--- config.mk ---
export PLATFORM = sky130hd
export DESIGN_NAME = pipelined_control_unit_flat
export DESIGN_NICKNAME = d
export VERILOG_FILES = /design/src/rtl/cpu_ctrl_pkg.sv /design/src/rtl/pipelined_control_unit_if.sv /design/src/rtl/ctrl_decoder.sv /design/src/rtl/pipelined_control_unit.sv /design/src/flat_wrapper.sv
export SDC_FILE = /design/constraint.sdc
export NUM_CORES = 1
export LEC_CHECK = 0
export ABC_AREA = 0
export ABC_CLOCK_PERIOD_IN_PS = 2350
export CAP_MARGIN = 0
export CORE_MARGIN = 8
export CORE_UTILIZATION = 25
export DETAILED_ROUTE_END_ITERATION = 8
export PLACE_DENSITY_LB_ADDON = 0.08
export SLEW_MARGIN = 25
export SYNTH_ARGS = -nofsm -noshare
export SYNTH_HDL_FRONTEND = slang
export SYNTH_SLANG_ARGS = --single-unit
--- constraint.sdc ---
create_clock -name clk -period 2.35 [get_ports clk]
set_input_delay 0.3525 -clock clk [delete_from_list [all_inputs] [get_ports clk]]
set_output_delay 0.3525 -clock clk [all_outputs]
set_load 0.01 [all_outputs]
--- src/rtl/cpu_ctrl_pkg.sv ---
// Shared control types for the pipelined LEGv8 control unit: opcodes, ALU op
// encoding, per-stage control bundles and their bubble values.
package cpu_ctrl_pkg;

  localparam int unsigned XFER_SZ_W = 4;

  localparam logic [10:0] OP_ADD   = 11'b10001011000;
  localparam logic [10:0] OP_ADDS  = 11'b10101011000;
  localparam logic [10:0] OP_SUB   = 11'b11001011000;
  localparam logic [10:0] OP_SUBS  = 11'b11101011000;
  localparam logic [10:0] OP_LDUR  = 11'b11111000010;
  localparam logic [10:0] OP_STUR  = 11'b11111000000;
  localparam logic [10:0] OP_LDURB = 11'b00111000010;
  localparam logic [10:0] OP_STURB = 11'b00111000000;
  localparam logic [10:0] OP_BR    = 11'b11010110000;

  localparam logic [XFER_SZ_W-1:0] XFER_DWORD = 4'd8;
  localparam logic [XFER_SZ_W-1:0] XFER_BYTE  = 4'd1;

  typedef enum logic [2:0] {
    ALU_PASS_B = 3'b000,
    ALU_ADD    = 3'b010,
    ALU_SUB    = 3'b011
  } alu_op_e;

  typedef struct packed {
    logic    alu_src;
    logic    imm_select;
    logic    flagset;
    alu_op_e alu_op;
  } ex_ctrl_t;

  typedef struct packed {
    logic                 mem_write;
    logic                 mem_read;
    logic [XFER_SZ_W-1:0] xfer_size;
  } mem_ctrl_t;

  typedef struct packed {
    logic reg_write;
    logic mem_to_reg;
    logic blink;
  } wb_ctrl_t;

  typedef struct packed {
    logic reg2loc;
    logic uncond_br;
    logic breg;
    logic blink;
    logic uncond_taken;
    logic is_cbz;
    logic is_blt;
    logic reads_rn;
    logic reads_rm;
  } id_ctrl_t;

  typedef struct packed {
    ex_ctrl_t  ex;
    mem_ctrl_t mem;
    wb_ctrl_t  wb;
  } id_ex_t;

  typedef struct packed {
    mem_ctrl_t mem;
    wb_ctrl_t  wb;
  } ex_mem_t;

  localparam id_ctrl_t  ID_BUBBLE     = '0;
  localparam ex_ctrl_t  EX_BUBBLE     = '0;
  localparam mem_ctrl_t MEM_BUBBLE    = '0;
  localparam wb_ctrl_t  WB_BUBBLE     = '0;
  localparam id_ex_t    ID_EX_BUBBLE  = '0;
  localparam ex_mem_t   EX_MEM_BUBBLE = '0;

endpackage

--- src/rtl/pipelined_control_unit_if.sv ---
// Datapath-facing bundle of the control unit: ID-stage inputs, live ALU flags
// and every stage's control outputs.
interface pipelined_control_unit_if #(
  parameter int unsigned OPC_W  = 11,
  parameter int unsigned REG_W  = 5,
  parameter int unsigned XFER_W = 4
);
  logic [OPC_W-1:0]  opcode_id;
  logic [REG_W-1:0]  rn_id;
  logic [REG_W-1:0]  rm_id;
  logic [REG_W-1:0]  rd_ex;
  logic              zero_check;
  logic              alu_n;
  logic              alu_z;
  logic              alu_v;
  logic              alu_c;

  logic              id_Reg2Loc;
  logic              id_UncondBr;
  logic              id_BrTaken;
  logic              id_breg;
  logic              id_blink;
  logic              if_flush;
  logic              hazard_stall;
  logic              ex_ALUSrc;
  logic              ex_imm_select;
  logic              ex_flagset;
  logic [2:0]        ex_ALUOp;
  logic              mem_MemWrite;
  logic              mem_MemRead;
  logic [XFER_W-1:0] mem_xfer_size;
  logic              wb_RegWrite;
  logic              wb_MemToReg;
  logic              wb_blink;
  logic [3:0]        flags_q;
  logic              illegal_op;

  modport master (
    output opcode_id, rn_id, rm_id, rd_ex, zero_check,
           alu_n, alu_z, alu_v, alu_c,
    input  id_Reg2Loc, id_UncondBr, id_BrTaken, id_breg, id_blink,
           if_flush, hazard_stall,
           ex_ALUSrc, ex_imm_select, ex_flagset, ex_ALUOp,
           mem_MemWrite, mem_MemRead, mem_xfer_size,
           wb_RegWrite, wb_MemToReg, wb_blink,
           flags_q, illegal_op
  );

  modport slave (
    input  opcode_id, rn_id, rm_id, rd_ex, zero_check,
           alu_n, alu_z, alu_v, alu_c,
    output id_Reg2Loc, id_UncondBr, id_BrTaken, id_breg, id_blink,
           if_flush, hazard_stall,
           ex_ALUSrc, ex_imm_select, ex_flagset, ex_ALUOp,
           mem_MemWrite, mem_MemRead, mem_xfer_size,
           wb_RegWrite, wb_MemToReg, wb_blink,
           flags_q, illegal_op
  );
endinterface

--- src/rtl/ctrl_decoder.sv ---
// Pure combinational LEGv8 opcode decoder; every unmatched opcode yields an
// all-zero bubble with valid deasserted.
module ctrl_decoder
  import cpu_ctrl_pkg::*;
(
  input  logic [10:0] opcode,
  output id_ctrl_t    id,
  output ex_ctrl_t    ex,
  output mem_ctrl_t   mem,
  output wb_ctrl_t    wb,
  output logic        valid
);

  always_comb begin
    id    = ID_BUBBLE;
    ex    = EX_BUBBLE;
    mem   = MEM_BUBBLE;
    wb    = WB_BUBBLE;
    valid = 1'b1;

    casez (opcode)
      OP_ADD, OP_ADDS: begin
        id.reads_rn  = 1'b1;
        id.reads_rm  = 1'b1;
        ex.alu_op    = ALU_ADD;
        ex.flagset   = (opcode == OP_ADDS);
        wb.reg_write = 1'b1;
      end
      OP_SUB, OP_SUBS: begin
        id.reads_rn  = 1'b1;
        id.reads_rm  = 1'b1;
        ex.alu_op    = ALU_SUB;
        ex.flagset   = (opcode == OP_SUBS);
        wb.reg_write = 1'b1;
      end
      11'b1001000100?: begin // ADDI
        id.reads_rn   = 1'b1;
        ex.alu_src    = 1'b1;
        ex.imm_select = 1'b1;
        ex.alu_op     = ALU_ADD;
        wb.reg_write  = 1'b1;
      end
      OP_LDUR, OP_LDURB: begin
        id.reads_rn    = 1'b1;
        ex.alu_src     = 1'b1;
        ex.alu_op      = ALU_ADD;
        mem.mem_read   = 1'b1;
        mem.xfer_size  = (opcode == OP_LDUR) ? XFER_DWORD : XFER_BYTE;
        wb.reg_write   = 1'b1;
        wb.mem_to_reg  = 1'b1;
      end
      OP_STUR, OP_STURB: begin
        id.reg2loc    = 1'b1;
        id.reads_rn   = 1'b1;
        id.reads_rm   = 1'b1;
        ex.alu_src    = 1'b1;
        ex.alu_op     = ALU_ADD;
        mem.mem_write = 1'b1;
        mem.xfer_size = (opcode == OP_STUR) ? XFER_DWORD : XFER_BYTE;
      end
      11'b000101?????: begin // B
        id.uncond_br    = 1'b1;
        id.uncond_taken = 1'b1;
      end
      11'b100101?????: begin // BL
        id.uncond_br    = 1'b1;
        id.uncond_taken = 1'b1;
        id.blink        = 1'b1;
        wb.reg_write    = 1'b1;
        wb.blink        = 1'b1;
      end
      OP_BR: begin
        id.breg         = 1'b1;
        id.uncond_taken = 1'b1;
        id.reads_rn     = 1'b1;
      end
      11'b10110100???: begin // CBZ
        id.reg2loc  = 1'b1;
        id.is_cbz   = 1'b1;
        id.reads_rm = 1'b1;
        ex.alu_op   = ALU_PASS_B;
      end
      11'b01010100???: begin // B.LT
        id.is_blt = 1'b1;
      end
      default: valid = 1'b0;
    endcase
  end

endmodule

--- src/rtl/pipelined_control_unit.sv ---
// LEGv8 5-stage control: ID decode and branch resolution, ID/EX, EX/MEM, MEM/WB
// control registers, NZVC flag register, load-use and flag hazard detection.
module pipelined_control_unit
  import cpu_ctrl_pkg::*;
#(
  parameter int unsigned OPC_W       = 11,
  parameter int unsigned REG_W       = 5,
  parameter int unsigned XFER_W      = 4,
  parameter bit          FLAG_BYPASS = 1'b1
) (
  input logic                     clk,
  input logic                     reset,
  pipelined_control_unit_if.slave bus
);

  localparam logic [REG_W-1:0] XZR = '1;

  logic [OPC_W-1:0] opcode;
  id_ctrl_t         dec_id;
  ex_ctrl_t         dec_ex;
  mem_ctrl_t        dec_mem;
  wb_ctrl_t         dec_wb;
  logic             dec_valid;

  id_ex_t           id_ex_q, id_ex_d;
  ex_mem_t          ex_mem_q, ex_mem_d;
  wb_ctrl_t         mem_wb_q, mem_wb_d;
  logic [3:0]       nzvc_q, nzvc_d;
  logic             illegal_q, illegal_d;

  logic             load_use;
  logic             flag_wait;
  logic             stall;
  logic             blt_n;
  logic             blt_v;
  logic             br_taken;

  assign opcode = bus.opcode_id;

  ctrl_decoder u_decoder (
    .opcode (opcode),
    .id     (dec_id),
    .ex     (dec_ex),
    .mem    (dec_mem),
    .wb     (dec_wb),
    .valid  (dec_valid)
  );

  always_comb begin
    load_use  = id_ex_q.mem.mem_read && (bus.rd_ex != XZR) &&
                ((dec_id.reads_rn && (bus.rd_ex == bus.rn_id)) ||
                 (dec_id.reads_rm && (bus.rd_ex == bus.rm_id)));
    flag_wait = !FLAG_BYPASS && dec_id.is_blt && id_ex_q.ex.flagset;
    stall     = load_use || flag_wait;

    // Flags being written this edge are only visible through the ALU outputs.
    if (FLAG_BYPASS && id_ex_q.ex.flagset) begin
      blt_n = bus.alu_n;
      blt_v = bus.alu_v;
    end else begin
      blt_n = nzvc_q[3];
      blt_v = nzvc_q[1];
    end

    br_taken = !stall &&
               (dec_id.uncond_taken ||
                (dec_id.is_cbz && bus.zero_check) ||
                (dec_id.is_blt && (blt_n ^ blt_v)));

    id_ex_d.ex  = dec_ex;
    id_ex_d.mem = dec_mem;
    id_ex_d.wb  = dec_wb;
    if (stall) begin
      id_ex_d = ID_EX_BUBBLE;
    end

    ex_mem_d.mem = id_ex_q.mem;
    ex_mem_d.wb  = id_ex_q.wb;
    mem_wb_d     = ex_mem_q.wb;

    nzvc_d = id_ex_q.ex.flagset ? {bus.alu_n, bus.alu_z, bus.alu_v, bus.alu_c}
                                : nzvc_q;
    illegal_d = !dec_valid;
  end

  always_ff @(posedge clk) begin
    if (!reset) begin
      id_ex_q   <= ID_EX_BUBBLE;
      ex_mem_q  <= EX_MEM_BUBBLE;
      mem_wb_q  <= WB_BUBBLE;
      nzvc_q    <= '0;
      illegal_q <= 1'b0;
    end else begin
      id_ex_q   <= id_ex_d;
      ex_mem_q  <= ex_mem_d;
      mem_wb_q  <= mem_wb_d;
      nzvc_q    <= nzvc_d;
      illegal_q <= illegal_d;
    end
  end

  assign bus.id_Reg2Loc    = dec_id.reg2loc;
  assign bus.id_UncondBr   = dec_id.uncond_br & ~stall;
  assign bus.id_BrTaken    = br_taken;
  assign bus.id_breg       = dec_id.breg & ~stall;
  assign bus.id_blink      = dec_id.blink & ~stall;
  assign bus.if_flush      = br_taken & ~stall;
  assign bus.hazard_stall  = stall;

  assign bus.ex_ALUSrc     = id_ex_q.ex.alu_src;
  assign bus.ex_imm_select = id_ex_q.ex.imm_select;
  assign bus.ex_flagset    = id_ex_q.ex.flagset;
  assign bus.ex_ALUOp      = id_ex_q.ex.alu_op;

  assign bus.mem_MemWrite  = ex_mem_q.mem.mem_write;
  assign bus.mem_MemRead   = ex_mem_q.mem.mem_read;
  assign bus.mem_xfer_size = XFER_W'(ex_mem_q.mem.xfer_size);

  assign bus.wb_RegWrite   = mem_wb_q.reg_write;
  assign bus.wb_MemToReg   = mem_wb_q.mem_to_reg;
  assign bus.wb_blink      = mem_wb_q.blink;

  assign bus.flags_q       = nzvc_q;
  assign bus.illegal_op    = illegal_q;

endmodule

--- src/flat_wrapper.sv ---
// flat-port wrapper written by rule: the top's interface ports become plain ports
module pipelined_control_unit_flat import cpu_ctrl_pkg::*;
#(
  parameter int unsigned OPC_W       = 11,
  parameter int unsigned REG_W       = 5,
  parameter int unsigned XFER_W      = 4,
  parameter bit          FLAG_BYPASS = 1'b1
)
  (clk, reset, bus_opcode_id, bus_rn_id, bus_rm_id, bus_rd_ex, bus_zero_check, bus_alu_n, bus_alu_z, bus_alu_v, bus_alu_c, bus_id_Reg2Loc, bus_id_UncondBr, bus_id_BrTaken, bus_id_breg, bus_id_blink, bus_if_flush, bus_hazard_stall, bus_ex_ALUSrc, bus_ex_imm_select, bus_ex_flagset, bus_ex_ALUOp, bus_mem_MemWrite, bus_mem_MemRead, bus_mem_xfer_size, bus_wb_RegWrite, bus_wb_MemToReg, bus_wb_blink, bus_flags_q, bus_illegal_op);
  pipelined_control_unit_if #(.OPC_W(OPC_W), .REG_W(REG_W), .XFER_W(XFER_W)) bus_i ();
  input logic clk;
  input logic reset;
  input wire logic [$bits(bus_i.opcode_id)-1:0] bus_opcode_id;
  input wire logic [$bits(bus_i.rn_id)-1:0] bus_rn_id;
  input wire logic [$bits(bus_i.rm_id)-1:0] bus_rm_id;
  input wire logic [$bits(bus_i.rd_ex)-1:0] bus_rd_ex;
  input wire logic [$bits(bus_i.zero_check)-1:0] bus_zero_check;
  input wire logic [$bits(bus_i.alu_n)-1:0] bus_alu_n;
  input wire logic [$bits(bus_i.alu_z)-1:0] bus_alu_z;
  input wire logic [$bits(bus_i.alu_v)-1:0] bus_alu_v;
  input wire logic [$bits(bus_i.alu_c)-1:0] bus_alu_c;
  output wire logic [$bits(bus_i.id_Reg2Loc)-1:0] bus_id_Reg2Loc;
  output wire logic [$bits(bus_i.id_UncondBr)-1:0] bus_id_UncondBr;
  output wire logic [$bits(bus_i.id_BrTaken)-1:0] bus_id_BrTaken;
  output wire logic [$bits(bus_i.id_breg)-1:0] bus_id_breg;
  output wire logic [$bits(bus_i.id_blink)-1:0] bus_id_blink;
  output wire logic [$bits(bus_i.if_flush)-1:0] bus_if_flush;
  output wire logic [$bits(bus_i.hazard_stall)-1:0] bus_hazard_stall;
  output wire logic [$bits(bus_i.ex_ALUSrc)-1:0] bus_ex_ALUSrc;
  output wire logic [$bits(bus_i.ex_imm_select)-1:0] bus_ex_imm_select;
  output wire logic [$bits(bus_i.ex_flagset)-1:0] bus_ex_flagset;
  output wire logic [$bits(bus_i.ex_ALUOp)-1:0] bus_ex_ALUOp;
  output wire logic [$bits(bus_i.mem_MemWrite)-1:0] bus_mem_MemWrite;
  output wire logic [$bits(bus_i.mem_MemRead)-1:0] bus_mem_MemRead;
  output wire logic [$bits(bus_i.mem_xfer_size)-1:0] bus_mem_xfer_size;
  output wire logic [$bits(bus_i.wb_RegWrite)-1:0] bus_wb_RegWrite;
  output wire logic [$bits(bus_i.wb_MemToReg)-1:0] bus_wb_MemToReg;
  output wire logic [$bits(bus_i.wb_blink)-1:0] bus_wb_blink;
  output wire logic [$bits(bus_i.flags_q)-1:0] bus_flags_q;
  output wire logic [$bits(bus_i.illegal_op)-1:0] bus_illegal_op;
  assign bus_i.opcode_id = bus_opcode_id;
  assign bus_i.rn_id = bus_rn_id;
  assign bus_i.rm_id = bus_rm_id;
  assign bus_i.rd_ex = bus_rd_ex;
  assign bus_i.zero_check = bus_zero_check;
  assign bus_i.alu_n = bus_alu_n;
  assign bus_i.alu_z = bus_alu_z;
  assign bus_i.alu_v = bus_alu_v;
  assign bus_i.alu_c = bus_alu_c;
  assign bus_id_Reg2Loc = bus_i.id_Reg2Loc;
  assign bus_id_UncondBr = bus_i.id_UncondBr;
  assign bus_id_BrTaken = bus_i.id_BrTaken;
  assign bus_id_breg = bus_i.id_breg;
  assign bus_id_blink = bus_i.id_blink;
  assign bus_if_flush = bus_i.if_flush;
  assign bus_hazard_stall = bus_i.hazard_stall;
  assign bus_ex_ALUSrc = bus_i.ex_ALUSrc;
  assign bus_ex_imm_select = bus_i.ex_imm_select;
  assign bus_ex_flagset = bus_i.ex_flagset;
  assign bus_ex_ALUOp = bus_i.ex_ALUOp;
  assign bus_mem_MemWrite = bus_i.mem_MemWrite;
  assign bus_mem_MemRead = bus_i.mem_MemRead;
  assign bus_mem_xfer_size = bus_i.mem_xfer_size;
  assign bus_wb_RegWrite = bus_i.wb_RegWrite;
  assign bus_wb_MemToReg = bus_i.wb_MemToReg;
  assign bus_wb_blink = bus_i.wb_blink;
  assign bus_flags_q = bus_i.flags_q;
  assign bus_illegal_op = bus_i.illegal_op;
  pipelined_control_unit #(.OPC_W(OPC_W), .REG_W(REG_W), .XFER_W(XFER_W), .FLAG_BYPASS(FLAG_BYPASS)) u_core (.clk(clk), .reset(reset), .bus(bus_i));
endmodule
==> After elaboration in Yosys (flattened, before gate mapping) <==
Index checks and enable logic that the tools add are counted.
{ "classes": {"n_eq_ne": 17, "mux": 22, "bitwise_logic": 7, "n_reduce_logical": 26} }
{ "op_table": {"columns": ["operator", "count"], "rows": [
  ["$eq 11x11->1 const B", 7],
  ["$eq 11x9->1 const B", 2],
  ["$mux 1", 17],
  ["$reduce_or 14->1", 1],
  ["$reduce_or 7->1", 2],
  ["$reduce_or 2->1", 6],
  ["$eq 10x10->1 const B", 1],
  ["$eq 5x5->1", 2],
  ["$reduce_or 10->1", 1],
  ["$eq 8x7->1 const B", 1],
  ["$eq 8x8->1 const B", 1],
  ["$mux 4", 2],
  ["$pmux 4 s2", 1],
  ["$reduce_or 8->1", 1],
  ["$logic_and 1x1->1", 7],
  ["$eq 6x3->1 const B", 1],
  ["$eq 6x6->1 const B", 1],
  ["$reduce_or 3->1", 2],
  ["$ne 5x5->1 const B", 1],
  ["$reduce_or 5->1", 1],
  ["$and 1x1->1", 4],
  ["$pmux 2 s2", 1],
  ["$logic_or 1x1->1", 3],
  ["$logic_not 1->1", 2],
  ["3 further kinds", 4]
]} }
{ "word_totals": {"regBits": 30, "input_bits": 33, "out_inout_bits": 27, "word_cells": 91} }

==> Longest topological paths before layout <==
{ "logic_depth": {"depth_word": 9, "mapped_depth": 7, "ltp_nobuf": 5} }

==> Modules after synthesis <==
A second synthesis with hierarchy kept.
{ "unflattened": {"cells_unflattened": 168, "area_unflattened_um2": 1517.7} }
{ "modules_own_cells": {"columns": ["mod", "n_inst", "cells_each", "area_each_um2", "seq_area_each_um2"], "rows": [
  ["pipelined_control_unit", 1, 123, 1204.9, 640.6],
  ["ctrl_decoder", 1, 45, 312.8, 0.0]
]} }

==> Worst setup path before layout <==
Ideal clock, no wire load.
{ "synth_path": {"path_type": "input port to output port", "start": "input port bus_opcode_id[5]", "end": "output port bus_if_flush", "arrival_ns": 1.851, "required_time_ns": 1.997, "path_slack_ns": 0.146, "path_stages": 7, "path_buffers": 2, "path_cell_list": "and4bb_4 nand3_4 o22ai_1 o31a_1 buf_6 a311oi_1 buf_4"} }
{ "synth_via": {"elab_chain_cells": 9, "elab_cells_between_ends": 34, "classes_between": "14 x eq/ne; 5 x mux; 2 x bitwise; 13 x reduce/logical"} }
{ "synth_rtl": {"columns": ["item", "line", "rtl"], "rows": [
  ["start, declared", "flat_wrapper.sv:13", "input wire logic [$bits(bus_i.opcode_id)-1:0] bus_opcode_id;"],
  ["$eq 11x11->1 (tied with other cells)", "ctrl_decoder.sv:21", "casez (opcode)"],
  ["$reduce_or 10->1 (no line) / $reduce_or 7->1 (equally long branches)", null, null],
  ["$mux 1", "ctrl_decoder.sv:21", null],
  ["$logic_and 1x1->1, on equally long branches", "pipelined_control_unit.sv:51, pipelined_control_unit.sv:52", null],
  ["$logic_or 1x1->1", "pipelined_control_unit.sv:51", "((dec_id.reads_rn && (bus.rd_ex == bus.rn_id)) ||"],
  ["$logic_and 1x1->1", "pipelined_control_unit.sv:50", "load_use = id_ex_q.mem.mem_read && (bus.rd_ex != XZR) &&"],
  ["$logic_not 1->1", "pipelined_control_unit.sv:65", "br_taken = !stall &&"],
  ["$logic_and 1x1->1 (*)", "pipelined_control_unit.sv:65", null],
  ["net bus_id_BrTaken", "flat_wrapper.sv:24", "output wire logic [$bits(bus_i.id_BrTaken)-1:0] bus_id_BrTaken;"],
  ["$and 1x1->1 (*)", "pipelined_control_unit.sv:107", "assign bus.if_flush = br_taken & ~stall;"],
  ["end, declared", "flat_wrapper.sv:27", "output wire logic [$bits(bus_i.if_flush)-1:0] bus_if_flush;"]
]} }
Mark *: on every way through the listed nets, which the timed path passes. The rest lies on a longest branch.

==> Worst setup path in the final report <==
{ "layout_path": {"start": "input port bus_rn_id[3]", "end": "output port bus_id_breg"} }
{ "layout_via": {"elab_chain_cells": 6} }
{ "layout_rtl": {"columns": ["item", "line", "rtl"], "rows": [
  ["start, declared", "flat_wrapper.sv:14", "input wire logic [$bits(bus_i.rn_id)-1:0] bus_rn_id;"],
  ["$eq 5x5->1", "pipelined_control_unit.sv:51", null],
  ["$logic_and 1x1->1", "pipelined_control_unit.sv:51", null],
  ["$logic_or 1x1->1", "pipelined_control_unit.sv:51", null],
  ["$logic_and 1x1->1", "pipelined_control_unit.sv:50", null],
  ["$not 1->1", "pipelined_control_unit.sv:105", "assign bus.id_breg = dec_id.breg & ~stall;"],
  ["$and 1x1->1", "pipelined_control_unit.sv:105", null],
  ["end, declared", "flat_wrapper.sv:25", "output wire logic [$bits(bus_i.id_breg)-1:0] bus_id_breg;"]
]} }
No other way between the ends.

==> metrics.txt <==
Die X=90.5 µm; Critical Path End Type=output pin; CTS tree=yes; Total GRT Usage=10.8%; Hold Worst Slack=0.436 ns; Cell Pwr Density=353 nW/µm²; largest net degree at the start of global routing=16; Initial Util=25.5%; worst-path maximum fanout=2; nets=280; Synth async-reset ratio=0%; worst skew pair latency=0.27 ns; Netlist cell types=46; top-count cell post-synth=dfxtp_1; first-pass GRT wire length=about 7500 µm; post-synthesis mux area share=2.89%; Tmin final=2.26 ns; maximum vdd drop=182 µV; number of max-slew violations in the final report=0; largest family of logic cells by synthesized area=simple AND/OR/NAND/NOR gates; CP arrival=1.91 ns; Ports=60; DR vias=1459; final setup violating endpoints=0; die area=8180 µm²; share of cells above drive strength 1=33.3%; Die H=90.5 µm; Seq cells post-synth=25; dpl hpwl=between 3000 and 4000 µm; Yosys top cell by area=dfxtp_1; # diodes=0; drt drc=0; antenna violations before repair=0; total CTS buffers=3; Final Non-Filler Cells=between 300 and 400; DRT iter0 DRCs=65; mapped cell area=~1400 µm²; port buffer count=56; Syn Area/Cell=approximately 9.5 µm²; final hold violations=0; maxcap violations=0; outcome=finished clean; DRT antenna net count=0; vias per inst=4.59; Post-Route WL=4460 µm; Root Driver=clkbuf_8; Static Leakage=1.01 nW; register area=approximately 500 µm²; GPL Wtd Cong=approximately 0.83; Compound-Gate Fraction of Synth Area=6.68%; # rows=27; Synth top cells by count=dfxtp_1, and2_1, nor2_1; Yosys warning count=0; number of global-route vias before repair=1543; kind of critical path=in2out; Fillers=552; number of flops mapped to enable cells by yosys=0; Reg2Reg Setup Slack=roughly 0.8 ns; GR Overflow Total=0; Layout area overhead=74.3%; Most used DFF post-synth=dfxtp_1; top post-synthesis cells by area=dfxtp_1, xnor2_1, and2_1; Required @ worst endpoint=2.00 ns; Placed Cells=301; CP Launch Type=input pin; fmax=0.443 GHz; adder-cell share of the synthesized area=0%; CTS Buffer Depth=2; Clock transition at path regs=approximately 0.080 ns; htree depth=1; Clock Skew=0.00959 ns; Simple-Gate Fraction of Synth Area=about two fifths; XOR/XNOR share of the synthesized area=8.21%; Seq/Total Area, Yosys=36.1%; Avg WL per Cell=14.0 µm; Tcrit/Tclk final=96.1%; hold buffers post-CTS=0; drt first pass iters=4; Multi-input gate area=860 µm²; HP Class=reg2reg; clock sink total=25; top-area cell type share of the netlist area=36.1%; core area=between 5000 and 6000 µm²; Cells after Synth=146
-- cell type report --
class / count / share of cell area (%)
repair buffers: 106 / 37.5
multi-input cells: 108 / 35.6
flip-flops and latches: 25 / 20.7
well taps: 72 / 3.73
clock buffers: 3 / 1.71
inverters: 3 / 0.466
clock inverters: 1 / 0.311
-- sequential cells by signal, summed over array words and instances (netlist names) --
signal and count:
u_core.bus.ex_ALUOp 2, u_core.bus.ex_ALUSrc 1, u_core.bus.ex_flagset 1, u_core.bus.ex_imm_select 1, u_core.bus.flags_q 4, u_core.bus.illegal_op 1, u_core.bus.mem_MemRead 1, u_core.bus.mem_MemWrite 1
u_core.bus.mem_xfer_size 2, u_core.bus.wb_MemToReg 1, u_core.bus.wb_RegWrite 1, u_core.bus.wb_blink 1, u_core.ex_mem_d 6, u_core.ex_mem_q 2
-- logic make-up (layout without fill, tap and decap cells) --
logic type | after synthesis | in the layout
mux | 4 | 4
flops | 25 | 25
other cells | 1 | 3
simple gates | 75 | 75
xor+xnor | 13 | 13
compound gates | 13 | 13
buf+inv | 15 | 113
-- metrics by stage --
stage	area (µm²)	setup TNS (ns)	utilization [%]	worst slack, ns	total power, mW
2_1_floorplan	1390	0	-	0.146	0.492
3_5_place_dp	2240	-2.95	41.2	-0.677	0.606
6_report	2420	0	44.4	0.0913	0.854
4_1_cts	2390	0	43.9	0.0125	0.860
5_1_grt	2420	-0.0157	44.4	-0.00923	0.902
3_3_place_gp	2240	-2.68	41.2	-0.639	0.605
-- power by group --
part | internal [mW] | switching (mW)
clock network | 0.120 | 0.130
registers | 0.425 | 0.000426
logic | 0.101 | 0.0773
total | 0.646 | 0.208
-- worst paths after layout --
kind / cells past startpoint / start / endpoint
max reg2reg: 5 / u_core.ex_mem_d[7] / u_core.bus.ex_imm_select
min reg2reg: 1 / u_core.ex_mem_d[8] / u_core.bus.mem_MemWrite
max: 6 / bus_rn_id[3] / bus_id_breg
min: 1 / u_core.ex_mem_d[8] / u_core.bus.mem_MemWrite
-- timing repair --
| item | in CTS | in global routing |
|---|---|---|
| pin swaps | 7 | 7 |
| endpoints found under the setup margin | 6 | 4 |
| buffers inserted | 13 | 0 |
| gates resized for setup | 48 | 8 |
-- layer usage --
layer / global-route usage (%) / up-vias / share of wire [%]
met5: 0 / - / 0
li1: - / 711 / -
met3: 2.83 / 4 / 5.4
met2: 19.1 / 47 / 51
met4: 3.33 / 0 / 1.3
met1: 12.4 / 697 / 42
-- placed cells by master, fill, tap and decap left out, drive strengths merged, types with 2 or more instances in the layout --
cell,instances
a21oi,3
and2,10
and3,2
and4bb,3
buf,55
clkbuf,4
clkdlybuf4s15,2
clkdlybuf4s50,32
conb,3
dfxtp,25
dlygate4sd2,13
dlymetal6s2s,3
inv,3
mux2i,4
nand2,8
nand3,8
nand4,3
nor2,11
nor2b,2
nor3,7
nor4,7
nor4b,3
o21ai,2
or2,2
or3,3
xnor2,8
xor2,5
-- critical path, cell delays in order --
cell and delay [ns]:
clkdlybuf4s50_1 0.47, xnor2_1 0.11, nand3_1 0.09, or4_4 0.45
nor2b_1 0.15, dlygate4sd2_1 0.28
Note: power is estimated with default switching activity, not from simulation.
